`config.mk`:
```
export PLATFORM = sky130hd
export DESIGN_NAME = updown_pulse_counter
export DESIGN_NICKNAME = d
export VERILOG_FILES = /design/src/rtl/updown_pulse_counter.sv
export SDC_FILE = /design/constraint.sdc
export NUM_CORES = 1
export LEC_CHECK = 0
export ABC_AREA = 0
export CAP_MARGIN = 20
export CORE_ASPECT_RATIO = 0.5
export CORE_MARGIN = 10
export CORE_UTILIZATION = 60
export DETAILED_ROUTE_END_ITERATION = 7
export GPL_TIMING_DRIVEN = 0
export PLACE_DENSITY = 0.95
export SLEW_MARGIN = 20
export SYNTH_ARGS = -nofsm -noshare
export SYNTH_HDL_FRONTEND = slang
export SYNTH_SLANG_ARGS = --single-unit
```
`constraint.sdc`:
```
create_clock -name clk -period 4.4 [get_ports clk]
set_input_delay 0.44 -clock clk [delete_from_list [all_inputs] [get_ports clk]]
set_output_delay 0.44 -clock clk [all_outputs]
set_load 0.02 [all_outputs]
```
`src/rtl/updown_pulse_counter.sv`:
```
`default_nettype none
// +--------------------------------------------------------------------------+
// | Module   : updown_pulse_counter                                          |
// | Brief    : Push-button synchroniser + debouncer + rising-edge detector   |
// |            driving a loadable up/down modulo counter with terminal-count |
// |            pulse. Define CNT_SATURATE_EN to saturate at the count        |
// |            limits instead of wrapping.                                   |
// | Revision : 1.0 - initial release                                         |
// +--------------------------------------------------------------------------+
module updown_pulse_counter #(
    parameter int               WIDTH      = 32,
    parameter logic [WIDTH-1:0] MAX_VAL    = {WIDTH{1'b1}},
    parameter int               DEB_CYCLES = 1_000_000
) (
    input  logic             clk,
    input  logic             reset,
    input  logic             inc,
    input  logic             uphdnl,
    input  logic             load,
    input  logic [WIDTH-1:0] load_val,
    output logic [WIDTH-1:0] count,
    output logic             deb_out,
    output logic             step_pulse,
    output logic             tc
);

    // Debounce counter is wide enough to hold DEB_CYCLES-1
    localparam int               c_cnt_w     = (DEB_CYCLES > 1) ? $clog2(DEB_CYCLES) : 1;
    localparam logic [c_cnt_w-1:0] c_deb_last  = c_cnt_w'(DEB_CYCLES - 1);
    localparam logic [c_cnt_w-1:0] c_deb_first = c_cnt_w'(1);

    // Debounce FSM encoding
    localparam logic [1:0] c_lo_stable = 2'd0;
    localparam logic [1:0] c_lo_wait   = 2'd1;
    localparam logic [1:0] c_hi_stable = 2'd2;
    localparam logic [1:0] c_hi_wait   = 2'd3;

    logic               r_sync1;
    logic               r_sync2;
    logic [1:0]         r_state;
    logic [c_cnt_w-1:0] r_deb_cnt;
    logic               r_deb_out;
    logic               r_deb_prev;
    logic               r_step_pulse;
    logic [WIDTH-1:0]   r_count;
    logic               r_tc;

    logic               w_rise;
    logic [WIDTH-1:0]   w_load_clamped;
    logic [WIDTH-1:0]   w_step_val;
    logic               w_step_tc;

    // Two-flop synchroniser for the asynchronous button input
    always_ff @(posedge clk or negedge reset) begin
        if (!reset) begin
            r_sync1 <= 1'b0;
            r_sync2 <= 1'b0;
        end else begin
            r_sync1 <= inc;
            r_sync2 <= r_sync1;
        end
    end

    // Debounce FSM: a level change is accepted only after DEB_CYCLES equal samples
    always_ff @(posedge clk or negedge reset) begin
        if (!reset) begin
            r_state   <= c_lo_stable;
            r_deb_cnt <= '0;
            r_deb_out <= 1'b0;
        end else begin
            case (r_state)
                c_lo_stable: begin
                    if (r_sync2) begin
                        r_state   <= c_lo_wait;
                        r_deb_cnt <= c_deb_first;
                    end
                end
                c_lo_wait: begin
                    if (!r_sync2) begin
                        r_state <= c_lo_stable;
                    end else if (r_deb_cnt == c_deb_last) begin
                        r_state   <= c_hi_stable;
                        r_deb_out <= 1'b1;
                    end else begin
                        r_deb_cnt <= r_deb_cnt + c_deb_first;
                    end
                end
                c_hi_stable: begin
                    if (!r_sync2) begin
                        r_state   <= c_hi_wait;
                        r_deb_cnt <= c_deb_first;
                    end
                end
                default: begin // c_hi_wait
                    if (r_sync2) begin
                        r_state <= c_hi_stable;
                    end else if (r_deb_cnt == c_deb_last) begin
                        r_state   <= c_lo_stable;
                        r_deb_out <= 1'b0;
                    end else begin
                        r_deb_cnt <= r_deb_cnt + c_deb_first;
                    end
                end
            endcase
        end
    end

    assign w_rise = r_deb_out & ~r_deb_prev;

    // Next count for a step plus its terminal-count flag; limits wrap or saturate
    always_comb begin
        w_step_val = r_count;
        w_step_tc  = 1'b0;
        if (uphdnl) begin
            if (r_count == MAX_VAL) begin
                w_step_tc = 1'b1;
`ifdef CNT_SATURATE_EN
                w_step_val = MAX_VAL;
`else
                w_step_val = '0;
`endif
            end else begin
                w_step_val = r_count + {{(WIDTH-1){1'b0}}, 1'b1};
            end
        end else begin
            if (r_count == '0) begin
                w_step_tc = 1'b1;
`ifdef CNT_SATURATE_EN
                w_step_val = '0;
`else
                w_step_val = MAX_VAL;
`endif
            end else begin
                w_step_val = r_count - {{(WIDTH-1){1'b0}}, 1'b1};
            end
        end
    end

    // Out-of-range load values are clamped to the top of the count range
    always_comb begin
        w_load_clamped = load_val;
        if (load_val > MAX_VAL) begin
            w_load_clamped = MAX_VAL;
        end
    end

    // Edge detect and counter update; load overrides a coincident step
    always_ff @(posedge clk or negedge reset) begin
        if (!reset) begin
            r_deb_prev   <= 1'b0;
            r_step_pulse <= 1'b0;
            r_count      <= '0;
            r_tc         <= 1'b0;
        end else begin
            r_deb_prev   <= r_deb_out;
            r_step_pulse <= w_rise;
            r_tc         <= 1'b0;
            if (load) begin
                r_count <= w_load_clamped;
            end else if (w_rise) begin
                r_count <= w_step_val;
                r_tc    <= w_step_tc;
            end
        end
    end

    assign count      = r_count;
    assign deb_out    = r_deb_out;
    assign step_pulse = r_step_pulse;
    assign tc         = r_tc;

endmodule
`default_nettype wire
```
**Word-level counts from Yosys, hierarchy flattened**

Index checks and enable logic that the tools add are counted.

- Register bits after elaboration: 60
- Bits in latches: 0
- Memory bits (writable): 0
- ROM bits: 0
- Bits of input ports: 37
- Memories: 0

- Add/subtract/negate cells: 3
- Multiply operators: 0
- Div/mod/pow operators: 0
- Order comparisons: 1
- Equal/unequal tests: 10
- Shifts and indexed selects: 0
- Mux-type cells: 29
- Bitwise operators: 3
- Reductions and logical operators: 8

Operator list:

| cell | count |
|---|---|
| $mux W32 | 6 |
| $mux W20 | 5 |
| $pmux W20 S3 | 1 |
| $add A32 B1 Y32 const B | 1 |
| $eq A32 B32 Y1 const B | 1 |
| $gt A32 B32 Y1 const B | 1 |
| $logic_not A32 Y1 | 1 |
| $sub A32 B1 Y32 const B | 1 |
| $add A20 B1 Y20 const B | 1 |
| $eq A20 B20 Y1 const B | 1 |
| $mux W2 | 6 |
| $reduce_and A4 Y1 | 3 |
| $mux W1 | 9 |
| $ne A2 B2 Y1 const B | 3 |
| $pmux W2 S3 | 1 |
| $reduce_bool A4 Y1 | 1 |
| $ne A3 B1 Y1 const B | 1 |
| $ne A3 B3 Y1 const B | 1 |
| $eq A2 B1 Y1 const B | 1 |
| $eq A2 B2 Y1 const B | 1 |
| $logic_not A2 Y1 | 1 |
| $ne A2 B1 Y1 const B | 1 |
| $not A1 Y1 | 2 |
| $pmux W1 S2 | 1 |
| 3 further kinds | 3 |

**Longest topological paths before layout**

Gate-level depths: netlist of the first run.

- Word-level depth: 5
- Depth in mapped cells: 10
- Depth with buffers taken out: 8

**Worst setup path after synthesis of the first run**

OpenSTA, ideal clock, no wires.

- Path type: reg-to-reg
- Start point: register r_count[21] (netlist: count[21])
- End point: register r_count[28] (netlist: count[28])
- Setup time: 0.139 ns
- Arrival: 2.923 ns
- Required time: 4.261 ns
- Slack: 1.339 ns
- Stages on the path, launching flop included: 10
- Period minus slack after synthesis: 3.061 ns
- Cells stage by stage: dfrtp_1 -> buf_4 -> or4_1 -> or4_4 -> buf_6 -> or3_1 -> buf_2 -> nor3b_2 -> a2111oi_0 -> or4_1

- Longest elaborated chain between the ends: 5

Ends and longest elaborated chain:

| element | line | RTL |
|---|---|---|
| start: declaration | 45 | `logic [WIDTH-1:0] r_count;` |
| start signal: assignment | 159 | `r_count <= w_load_clamped;` |
| start signal: assignment | 161 | `r_count <= w_step_val;` |
| $sub A32 B1 Y32 (tied with other cells) | 134 | `w_step_val = r_count - {{(WIDTH-1){1'b0}}, 1'b1};` |
| $mux W32, on equally long branches | 126, 115 |  |
| $mux W32 (*) | 114 | `if (uphdnl) begin` |
| $mux W32 (*) | 160 | `end else if (w_rise) begin` |
| $mux W32 (*) | 158 | `if (load) begin` |

Mark *: on every way between the ends. The rest lies on a longest branch, timed or not. The select of a mux whose other input is x is not followed.
A chain may end at the register's enable or synchronous reset.

**Worst setup path in the final report of the first run**

- Start point: register r_count[6] (netlist: count[6])
- End point: register r_count[13] (netlist: count[13])

Same word-level chain as after synthesis.

==> impl_metrics.py, run 1 <==
metrics = {
    "power": {
        "ir_drop_mv": 0.204,
        "p_total_w": 0.00204,
        "power_density_mw_per_mm2": 346,
        "cellLeakagePower_nw": 2.22,
    },
    "synthesis": {
        "synth_edf_count": 0,
        "ys_seq_elements": 60,
        "ys.flop_type": "dfrtp_1",
        "yosysWarnings": 0,
        "synthArstFlopShare": 1.00,
        "post_synth_num_cell_types": 66,
        "netlist_area_mm2": 0.00471,
        "synthCells": 611,
        "yosysSeqAreaShare": 0.319,
        "syn_area_per_cell_um2": 7.70,
        "syn_nets": 655,
    },
    "drt": {
        "routed_via_density": 6.83,
        "drc": 0,
        "drtIter0Drc": 713,
        "first_pass_iters": 6,
        "antenna_left": 0,
        "vias": 5503,
        "wire_per_inst_um": 21.6,
        "postRouteWirelength_um": 17400,
    },
    "clocking": {
        "cts_buffers": 9,
        "clock_sinks": 60,
        "htreeDepth": 3,
        "clockBufferDepth": 2,
        "clk_pin_slew_ns": 0.06,
        "clk_latency_ns": 0.34,
        "cts_resized": 0,
        "cts_root_buf": "clkbuf_16",
        "tritoncts": "built",
    },
    "sta": {
        "finalSetupTns_ns": 0,
        "report.final.slew_viol_count": 0,
        "hold_violations": 0,
        "finalCriticalPeriod_ns": 3.73,
        "fmax_mhz": 268,
        "period_share": 0.847,
        "slew_headroom": 0.192,
        "rsz0062_at_grt": "no",
        "finalClockSkew_ns": 0.00915,
        "hold-worst-slack_ns": 0.344,
        "finalSetupViolCount": 0,
        "tightest_slew_ns": 1.20,
        "fin_ws_ns": 0.674,
    },
    "critical_path": {
        "rr_worst_depth": 7,
        "critPathArrivalTime_ns": 3.95,
        "end_kind": "flop",
        "rrSetupSlack_ns": 0.67,
        "worstSetupStartpointType": "flop",
        "cp.required_ns": 4.63,
        "worst-path-max-fanout": 10,
        "cp_slowest_cell": "nor4_1",
        "cp_cell_sequence": "clkbuf_1 > nor4_1 > nand4_1 > or4_2 > nand2_1 > o311ai_0 > o221ai_1",
        "slowest_delay_ns": 1.05,
        "critPathKind": "reg -> reg",
    },
    "global_route": {
        "grt_overflow": 0,
        "antenna_found_initial": 0,
        "grt_pass1_wl_um": 27100,
        "grt.total_usage": 0.280,
        "grt_max_degree": 53,
        "grt_pass1_vias": 5142,
    },
    "flow_run": {
        "maxCapViolCount": 0,
    },
    "floorplanning": {
        "io_pins": 72,
        "start_util": 0.629,
        "die-area_mm2": 0.0120,
        "fp.dieH_um": 82.6,
        "die_width_um": 145,
        "rows": 22,
        "core_mm2": 0.00749,
    },
    "outcome": {
        "status": "complete, no violations",
    },
    "final_layout": {
        "drive_above_1_share": 0.0673,
        "nNetsFinal": 737,
        "area_growth_pct": 25.0,
        "num_antenna_cells": 0,
    },
    "hold_path": {
        "hp-class": "reg -> reg",
        "whs_path_depth": 0,
    },
    "placed_design": {
        "io_buffers": 69,
        "dp.final_hpwl_um": 12100,
        "globalplace.congestion": 1.03,
        "place_ws_ns": 0.979,
    },
}
logic make-up (layout without fill, tap and decap cells):
| group | count (synthesis) | count (layout) | share of synthesized area |
|---|---|---|---|
| and+or+nand+nor | 262 | 262 | 0.293 |
| AOI/OAI and AO/OA | 175 | 175 | 0.230 |
| buffers and inverters | 64 | 151 | 0.0566 |
| DFF | 60 | 60 | 0.319 |
| xor gates and xnor gates | 38 | 38 | 0.0707 |
| adders and majority gates | 7 | 7 | 0.0186 |
| muxes | 5 | 5 | 0.0114 |
flip-flops by register name, summed over array words and instances, names as in the netlist, named ones only:
register,cells
r_sync1,1
r_deb_prev,1
r_sync2,1
deb_out,1
r_deb_cnt,20
step_pulse,1
count,32
r_state,1
tc,1
report_power, final:
group          internal [W]  switching (W)  total [W]
Combinational      0.000224       0.000375   0.000599
Clock              0.000496       0.000272   0.000768
Sequential         0.000604      0.0000682   0.000672
through the flow:
| step | util | cells | cell area [um2] |
|---|---|---|---|
| 3_5_place_dp | 0.742 | 789 | 5560 |
| 3_3_place_gp | 0.739 | 788 | 5530 |
| 2_1_floorplan | - | 611 | 4710 |
| 6_report | 0.786 | 806 | 5890 |
| 4_1_cts | 0.786 | 806 | 5890 |
| 5_1_grt | 0.786 | 806 | 5890 |
Yosys cell counts, drive strengths merged (8+ instances only):
master | n | area share
inv | 15 | 0.012
buf | 12 | 0.015
nand3 | 28 | 0.030
nor4 | 17 | 0.025
nand2 | 61 | 0.049
a21oi | 53 | 0.056
a211oi | 10 | 0.016
nor2 | 47 | 0.037
or3 | 13 | 0.018
o22ai | 8 | 0.011
dfrtp | 60 | 0.32
xor2 | 11 | 0.020
o31ai | 8 | 0.013
clkbuf | 37 | 0.030
nor3 | 20 | 0.021
o21ai | 46 | 0.049
nand4 | 23 | 0.032
xnor2 | 27 | 0.050
and3 | 16 | 0.022
routing by layer:
| metal | vias up | track usage | wire (um) |
|---|---|---|---|
| li1 | 2433 | - | - |
| met3 | 71 | 0.0629 | 2130 |
| met1 | 2564 | 0.356 | 6800 |
| met4 | 0 | 0.134 | 556 |
| met2 | 435 | 0.456 | 7920 |
| met5 | - | 0 | 0 |
worst max-delay path: cells and delay by family, from the launching register on:
kind / cells / cell delay (ns)
and+or+nand+nor: 4 / 2.46
DFF: 1 / 0.41
buffers and inverters: 1 / 0.24
AOI/OAI and AO/OA: 2 / 0.49
placed cells by master, fill, tap and decap left out, drive strengths merged, types with 11 or more instances in the layout:
master / Yosys / routed
clkdlybuf4s50: 0 / 68
a21oi: 53 / 53
nand4: 23 / 23
o21ai: 46 / 46
nor4: 17 / 17
nor2: 47 / 47
dfrtp: 60 / 60
xnor2: 27 / 27
nor3: 20 / 20
and3: 16 / 16
nand3: 28 / 28
inv: 15 / 15
buf: 12 / 14
clkbuf: 37 / 47
or3: 13 / 13
nand2: 61 / 61
xor2: 11 / 11
path summary, 6_finish.rpt:
path / from / endpoint
worst min register to register: r_sync1 / r_sync2
max in group asynchronous: reset / count[23]
worst max-delay path: count[6] / count[13]
min in group asynchronous: reset / async pin
worst max register to register: count[6] / count[13]
worst min-delay path: r_sync1 / r_sync2
repair_timing:
| item | CTS | global route |
|---|---|---|
| setup buffers | 0 | 0 |
| endpoints found under the hold margin | 8 | 0 |
| hold buffers | 1 | 0 |
final cells by class:
cell class	instances	area, um2
repair buffers	71	726
multi-input cells	487	2940
inverters	15	56.3
clock inverters	6	88.8
fillers	571	1600
flip-flops and latches	60	1500
well taps	108	135
clock buffers	10	229
plain buffers	49	210
Power figures use the tool's default switching activity.
==> inputs of run 2 (changes only) <==
--- a/config.mk
+++ b/config.mk
@@ -9,10 +9,10 @@
 export CAP_MARGIN = 20
 export CORE_ASPECT_RATIO = 0.5
 export CORE_MARGIN = 10
-export CORE_UTILIZATION = 60
+export CORE_UTILIZATION = 55
 export DETAILED_ROUTE_END_ITERATION = 7
 export GPL_TIMING_DRIVEN = 0
-export PLACE_DENSITY = 0.95
+export PLACE_DENSITY = 0.91
 export SLEW_MARGIN = 20
 export SYNTH_ARGS = -nofsm -noshare
 export SYNTH_HDL_FRONTEND = slang
==> constraint.sdc (replaced) <==
create_clock -name clk -period 3.9 [get_ports clk]
set_input_delay 0.39 -clock clk [delete_from_list [all_inputs] [get_ports clk]]
set_output_delay 0.39 -clock clk [all_outputs]
set_load 0.02 [all_outputs]
==> run 2 against run 1 <==
Compared with the run above:
- clock skew decreased by 0.00092 ns
- final cell count increased by 0.37%
- hold slack about the same
- total power increased by 14%
- clock power increased by 15%
- sequential share of layout area decreased by 0.081 points
- maximum frequency increased by 6.1%
- flip-flop and latch count unchanged
- highest routed layer unchanged
==> impl_metrics.py, run 2 (same netlist as run 1, synthesis figures left out) <==
metrics = {
    "outcome": {
        "status": "complete, no violations",
    },
    "clocking": {
        "hold_buffers": 1,
        "tritoncts": "built",
        "cts_buffers": 9,
        "clock_sinks": 60,
        "cts_setup_buffers": 0,
        "htreeDepth": 3,
        "clockBufferDepth": 2,
        "cts_resized": 0,
        "cts_root_buf": "clkbuf_16",
        "clk_latency_ns": 0.34,
        "clk_pin_slew_ns": 0.06,
    },
    "final_layout": {
        "nFillCells": 694,
        "drive_above_1_share": 0.0689,
        "area_growth_pct": 25.4,
        "nNetsFinal": 737,
        "fin_util": 0.722,
        "layout_commonest_cell": "clkdlybuf4s50_1",
        "largest_register_ffs": 32,
        "final_cell_mix": "clkdlybuf4s50_1 (68), nand2_1 (61), dfrtp_1 (60)",
        "num_antenna_cells": 0,
    },
    "placed_design": {
        "globalplace.congestion": 0.991,
        "dp.final_hpwl_um": 12400,
        "io_buffers": 69,
    },
    "drt": {
        "first_pass_iters": 6,
        "routed_via_density": 6.64,
        "vias": 5373,
        "postRouteWirelength_um": 17300,
        "drtIter0Drc": 640,
        "antenna_left": 0,
        "drc": 0,
        "wire_per_inst_um": 21.3,
    },
    "critical_path": {
        "cp_slowest_cell": "nor4_2",
        "worst-path-max-fanout": 10,
        "end_kind": "flop",
        "critPathKind": "reg -> reg",
        "cpMostUsedCell": "clkbuf_1",
        "critPathArrivalTime_ns": 3.71,
        "cp.required_ns": 4.10,
        "worstSetupStartpointType": "flop",
        "slowest_delay_ns": 0.86,
        "cp_num_buf_inv": 2,
        "critPathTopFamily": "simple AND/OR/NAND/NOR gates",
        "cp_cell_sequence": "clkbuf_1 > nand4_1 > nor4_2 > a31oi_1 > clkbuf_1 > a221oi_1 > a21oi_1",
    },
    "global_route": {
        "grt_max_degree": 48,
        "grt_pass1_wl_um": 28100,
        "antenna_found_initial": 0,
        "grt_pass1_vias": 5301,
        "grt_overflow": 0,
        "grt.total_usage": 0.272,
    },
    "power": {
        "power_density_mw_per_mm2": 392,
        "ir_drop_mv": 0.238,
        "cellLeakagePower_nw": 2.23,
    },
    "sta": {
        "hold_violations": 0,
        "report.final.slew_viol_count": 0,
        "period_share": 0.900,
        "finalSetupViolCount": 0,
        "finalSetupTns_ns": 0,
        "tightest_slew_ns": 0.955,
        "slew_headroom": 0.357,
        "rsz0062_at_grt": "no",
        "fmax_mhz": 285,
        "finalCriticalPeriod_ns": 3.51,
        "finalClockSkew_ns": 0.00822,
    },
    "floorplanning": {
        "start_util": 0.576,
        "die_width_um": 151,
        "core_mm2": 0.00817,
        "io_pins": 72,
        "fp.dieH_um": 85.4,
        "die-area_mm2": 0.0129,
        "rows": 23,
    },
    "hold_path": {
        "hp-class": "reg -> reg",
    },
    "flow_run": {
        "maxCapViolCount": 0,
    },
}
run 2: power by group:
group / internal, W / total [W] / switching, W
registers: 0.000682 / 0.000758 / 0.0000766
clock network: 0.000589 / 0.000884 / 0.000295
logic: 0.000252 / 0.000672 / 0.000420
total: 0.00152 / 0.00231 / 0.000792
run 2: layer usage:
metal	vias to the layer above	GRT usage	share of wire
met5	-	0	0
met4	0	0.110	0.032
met3	48	0.0699	0.11
met2	366	0.422	0.44
met1	2528	0.353	0.41
li1	2431	-	-
run 2: layout make-up:
type,count,area (um2),share of cell area
multi-input combinational,487,2950,0.499
sequential,60,1500,0.254
timing repair buffer,71,726,0.123
clock buffer,11,253,0.0428
buffer,49,210,0.0356
tap,112,140,0.0237
clock inverter,4,72.6,0.0123
inverter,15,56.3,0.00954
run 2: worst register-to-register path, cell delays in order, from the launching register on:
cell,delay [ns]
dfrtp_1,0.35
clkbuf_1,0.34
nand4_1,0.40
nor4_2,0.86
a31oi_1,0.45
clkbuf_1,0.46
a221oi_1,0.44
a21oi_1,0.07
run 2: final timing paths:
check | start | to | slack (ns) | cells past startpoint
max | count[8] | count[27] | 0.39 | 7
min | r_sync1 | r_sync2 | 0.34 | 0
max reg2reg | count[8] | count[27] | 0.39 | 7
min reg2reg | r_sync1 | r_sync2 | 0.34 | 0
max in group asynchronous | reset | count[9] | 2.95 | 3
min in group asynchronous | reset | async pin | 0.45 | 2
run 2: metrics by stage:
step                hold slack, ns  total power, W  cells  area, um2  setup WS, ns
global placement             0.332         0.00140    792       5540         0.422
global route                 0.353         0.00243    809       5900         0.268
detailed placement           0.258         0.00142    793       5560         0.429
CTS                          0.352         0.00231    809       5900         0.418
floorplan                   0.0944         0.00117    611       4710         0.839
finish                       0.344         0.00231    809       5900         0.389
==> inputs of run 3 (changes only) <==
--- a/config.mk
+++ b/config.mk
@@ -13,7 +13,6 @@
 export DETAILED_ROUTE_END_ITERATION = 7
 export GPL_TIMING_DRIVEN = 0
 export PLACE_DENSITY = 0.91
-export SLEW_MARGIN = 20
 export SYNTH_ARGS = -nofsm -noshare
 export SYNTH_HDL_FRONTEND = slang
 export SYNTH_SLANG_ARGS = --single-unit
==> run 3 against run 2 <==
Compared with the run above:
- first-iteration DRC count is 14% higher
- register-to-register slack improved by 0.03 ns
- largest cell class unchanged
- clock-buffer cell count unchanged
- clock skew fell by 0.0030 ns
- design area down 0.36%
- critical endpoint is now count[1]
- global-route usage hardly changed
- sequential share of layout area rose by 0.092 points
- die area unchanged
- final cell count is the same
- worst setup slack gained 0.026 ns
- flip-flop and latch count unchanged
- clock power shrank 0.5%
==> impl_metrics.py, run 3 (same netlist as run 1, synthesis figures left out) <==
metrics = {
    "final_layout": {
        "drive_above_1_share": 0.0689,
        "area_growth_pct": 25.0,
        "final_area_mm2": 0.00588,
        "multiInputGateArea_mm2": 0.00294,
        "seqCellArea_mm2": 0.00150,
        "fin_util": 0.720,
        "largest_register_ffs": 32,
        "nNetsFinal": 737,
        "nFillCells": 670,
        "num_antenna_cells": 0,
        "layout_commonest_cell": "clkdlybuf4s50_1",
        "final_cell_mix": "clkdlybuf4s50_1 (68), nand2_1 (61), dfrtp_1 (60)",
    },
    "floorplanning": {
        "io_pins": 72,
        "die_width_um": 151,
        "die-area_mm2": 0.0129,
        "fp.dieH_um": 85.4,
        "core_mm2": 0.00817,
        "rows": 23,
        "start_util": 0.576,
    },
    "critical_path": {
        "critPathArrivalTime_ns": 3.68,
        "critPathKind": "reg -> reg",
        "worstSetupStartpointType": "flop",
        "startpoint": "count[7]",
        "r2r_end": "count[1]",
        "rrSetupSlack_ns": 0.42,
        "rr_worst_depth": 7,
        "worst-path-max-fanout": 10,
        "end_kind": "flop",
        "cp.required_ns": 4.10,
        "r2r_start": "count[7]",
    },
    "sta": {
        "tightest_slew_ns": 0.986,
        "finalSetupTns_ns": 0,
        "hold_violations": 0,
        "report.final.slew_viol_count": 0,
        "finalCriticalPeriod_ns": 3.48,
        "period_share": 0.894,
        "slew_headroom": 0.336,
        "finalSetupViolCount": 0,
        "hold-worst-slack_ns": 0.187,
        "rsz0062_at_grt": "no",
        "finalClockSkew_ns": 0.00520,
        "fmax_mhz": 287,
    },
    "global_route": {
        "grt.total_usage": 0.272,
        "antenna_found_initial": 0,
        "grt_pass1_vias": 5227,
        "grt_max_degree": 36,
        "grt_pass1_wl_um": 27900,
        "grt_overflow": 0,
    },
    "drt": {
        "wire_per_inst_um": 21.4,
        "first_pass_iters": 5,
        "antenna_left": 0,
        "vias": 5342,
        "routed_via_density": 6.60,
        "postRouteWirelength_um": 17300,
        "drc": 0,
        "drtIter0Drc": 732,
    },
    "clocking": {
        "htreeDepth": 3,
        "cts_buffers": 9,
        "tritoncts": "built",
        "clockBufferDepth": 2,
        "hold_buffers": 0,
        "cts_resized": 0,
        "cts_setup_buffers": 0,
        "cts_root_buf": "clkbuf_16",
        "clk_latency_ns": 0.33,
        "clock_sinks": 60,
        "clk_pin_slew_ns": 0.05,
    },
    "power": {
        "ir_drop_mv": 0.256,
        "cellLeakagePower_nw": 2.23,
        "p_total_w": 0.00230,
        "power_density_mw_per_mm2": 392,
    },
    "placed_design": {
        "dpl_cell_area_mm2": 0.00555,
        "globalplace.congestion": 0.991,
        "io_buffers": 69,
        "dp.final_hpwl_um": 12500,
    },
    "flow_run": {
        "maxCapViolCount": 0,
    },
    "hold_path": {
        "hp-class": "in -> async",
    },
    "outcome": {
        "status": "complete, no violations",
    },
}
==> run 3: changes by cell type in the layout (fill, tap and decap cells not counted) <==
cell           previous run  this run
buf_12                    0         1
buf_16                    1         0
buf_2                     6         7
buf_4                     2         1
clkbuf_2                  0         1
dlygate4sd3_1             1         0
nor4_1                   14        15
nor4_2                    3         2
==> run 3: report_power, final <==
group          switching (W)  internal, W  total (W)
Clock               0.000291     0.000589   0.000880
Sequential         0.0000757     0.000682   0.000757
Combinational       0.000418     0.000249   0.000667
==> run 3: per-layer routing <==
layer | wire (um) | GRT usage | vias to the layer above | share of wire
met3 | 2010 | 0.0773 | 49 | 0.12
met5 | 0 | 0 | - | 0
li1 | - | - | 2437 | -
met4 | 556 | 0.105 | 0 | 0.032
met2 | 7650 | 0.420 | 351 | 0.44
met1 | 7110 | 0.354 | 2505 | 0.41
==> run 3: area by class of cell <==
| type | instances | area share |
|---|---|---|
| Clock buffer | 11 | 0.0430 |
| Buffer | 49 | 0.0357 |
| Clock inverter | 4 | 0.0123 |
| Tap cell | 112 | 0.0238 |
| Timing Repair Buffer | 71 | 0.121 |
| Sequential cell | 60 | 0.255 |
| Multi-Input combinational cell | 487 | 0.500 |
| Inverter | 15 | 0.00957 |
==> run 3: critical path, cell delays in order (launching register included) <==
cell and delay, ns:
dfrtp_1 0.35, clkbuf_1 0.34, nand4_1 0.42, nor4_2 0.87
a31oi_1 0.41, clkbuf_1 0.45, a211oi_1 0.38, o21ai_0 0.14
==> run 3: per-stage QoR <==
stage | worst slack [ns] | std cells
final | 0.415 | 809
after global routing | 0.153 | 809
after CTS | 0.355 | 808
after detailed placement | 0.401 | 793
after global placement | 0.422 | 792
after floorplan | 0.839 | 611
==> run 3: how the worst max path moves through the flow <==
stage	cells after the start	to	slack, ns
floorplan	9	count[28]	0.84
global placement	7	count[13]	0.42
detailed placement	7	count[5]	0.40
CTS	8	count[17]	0.35
global route	7	count[1]	0.15
finish	7	count[1]	0.42
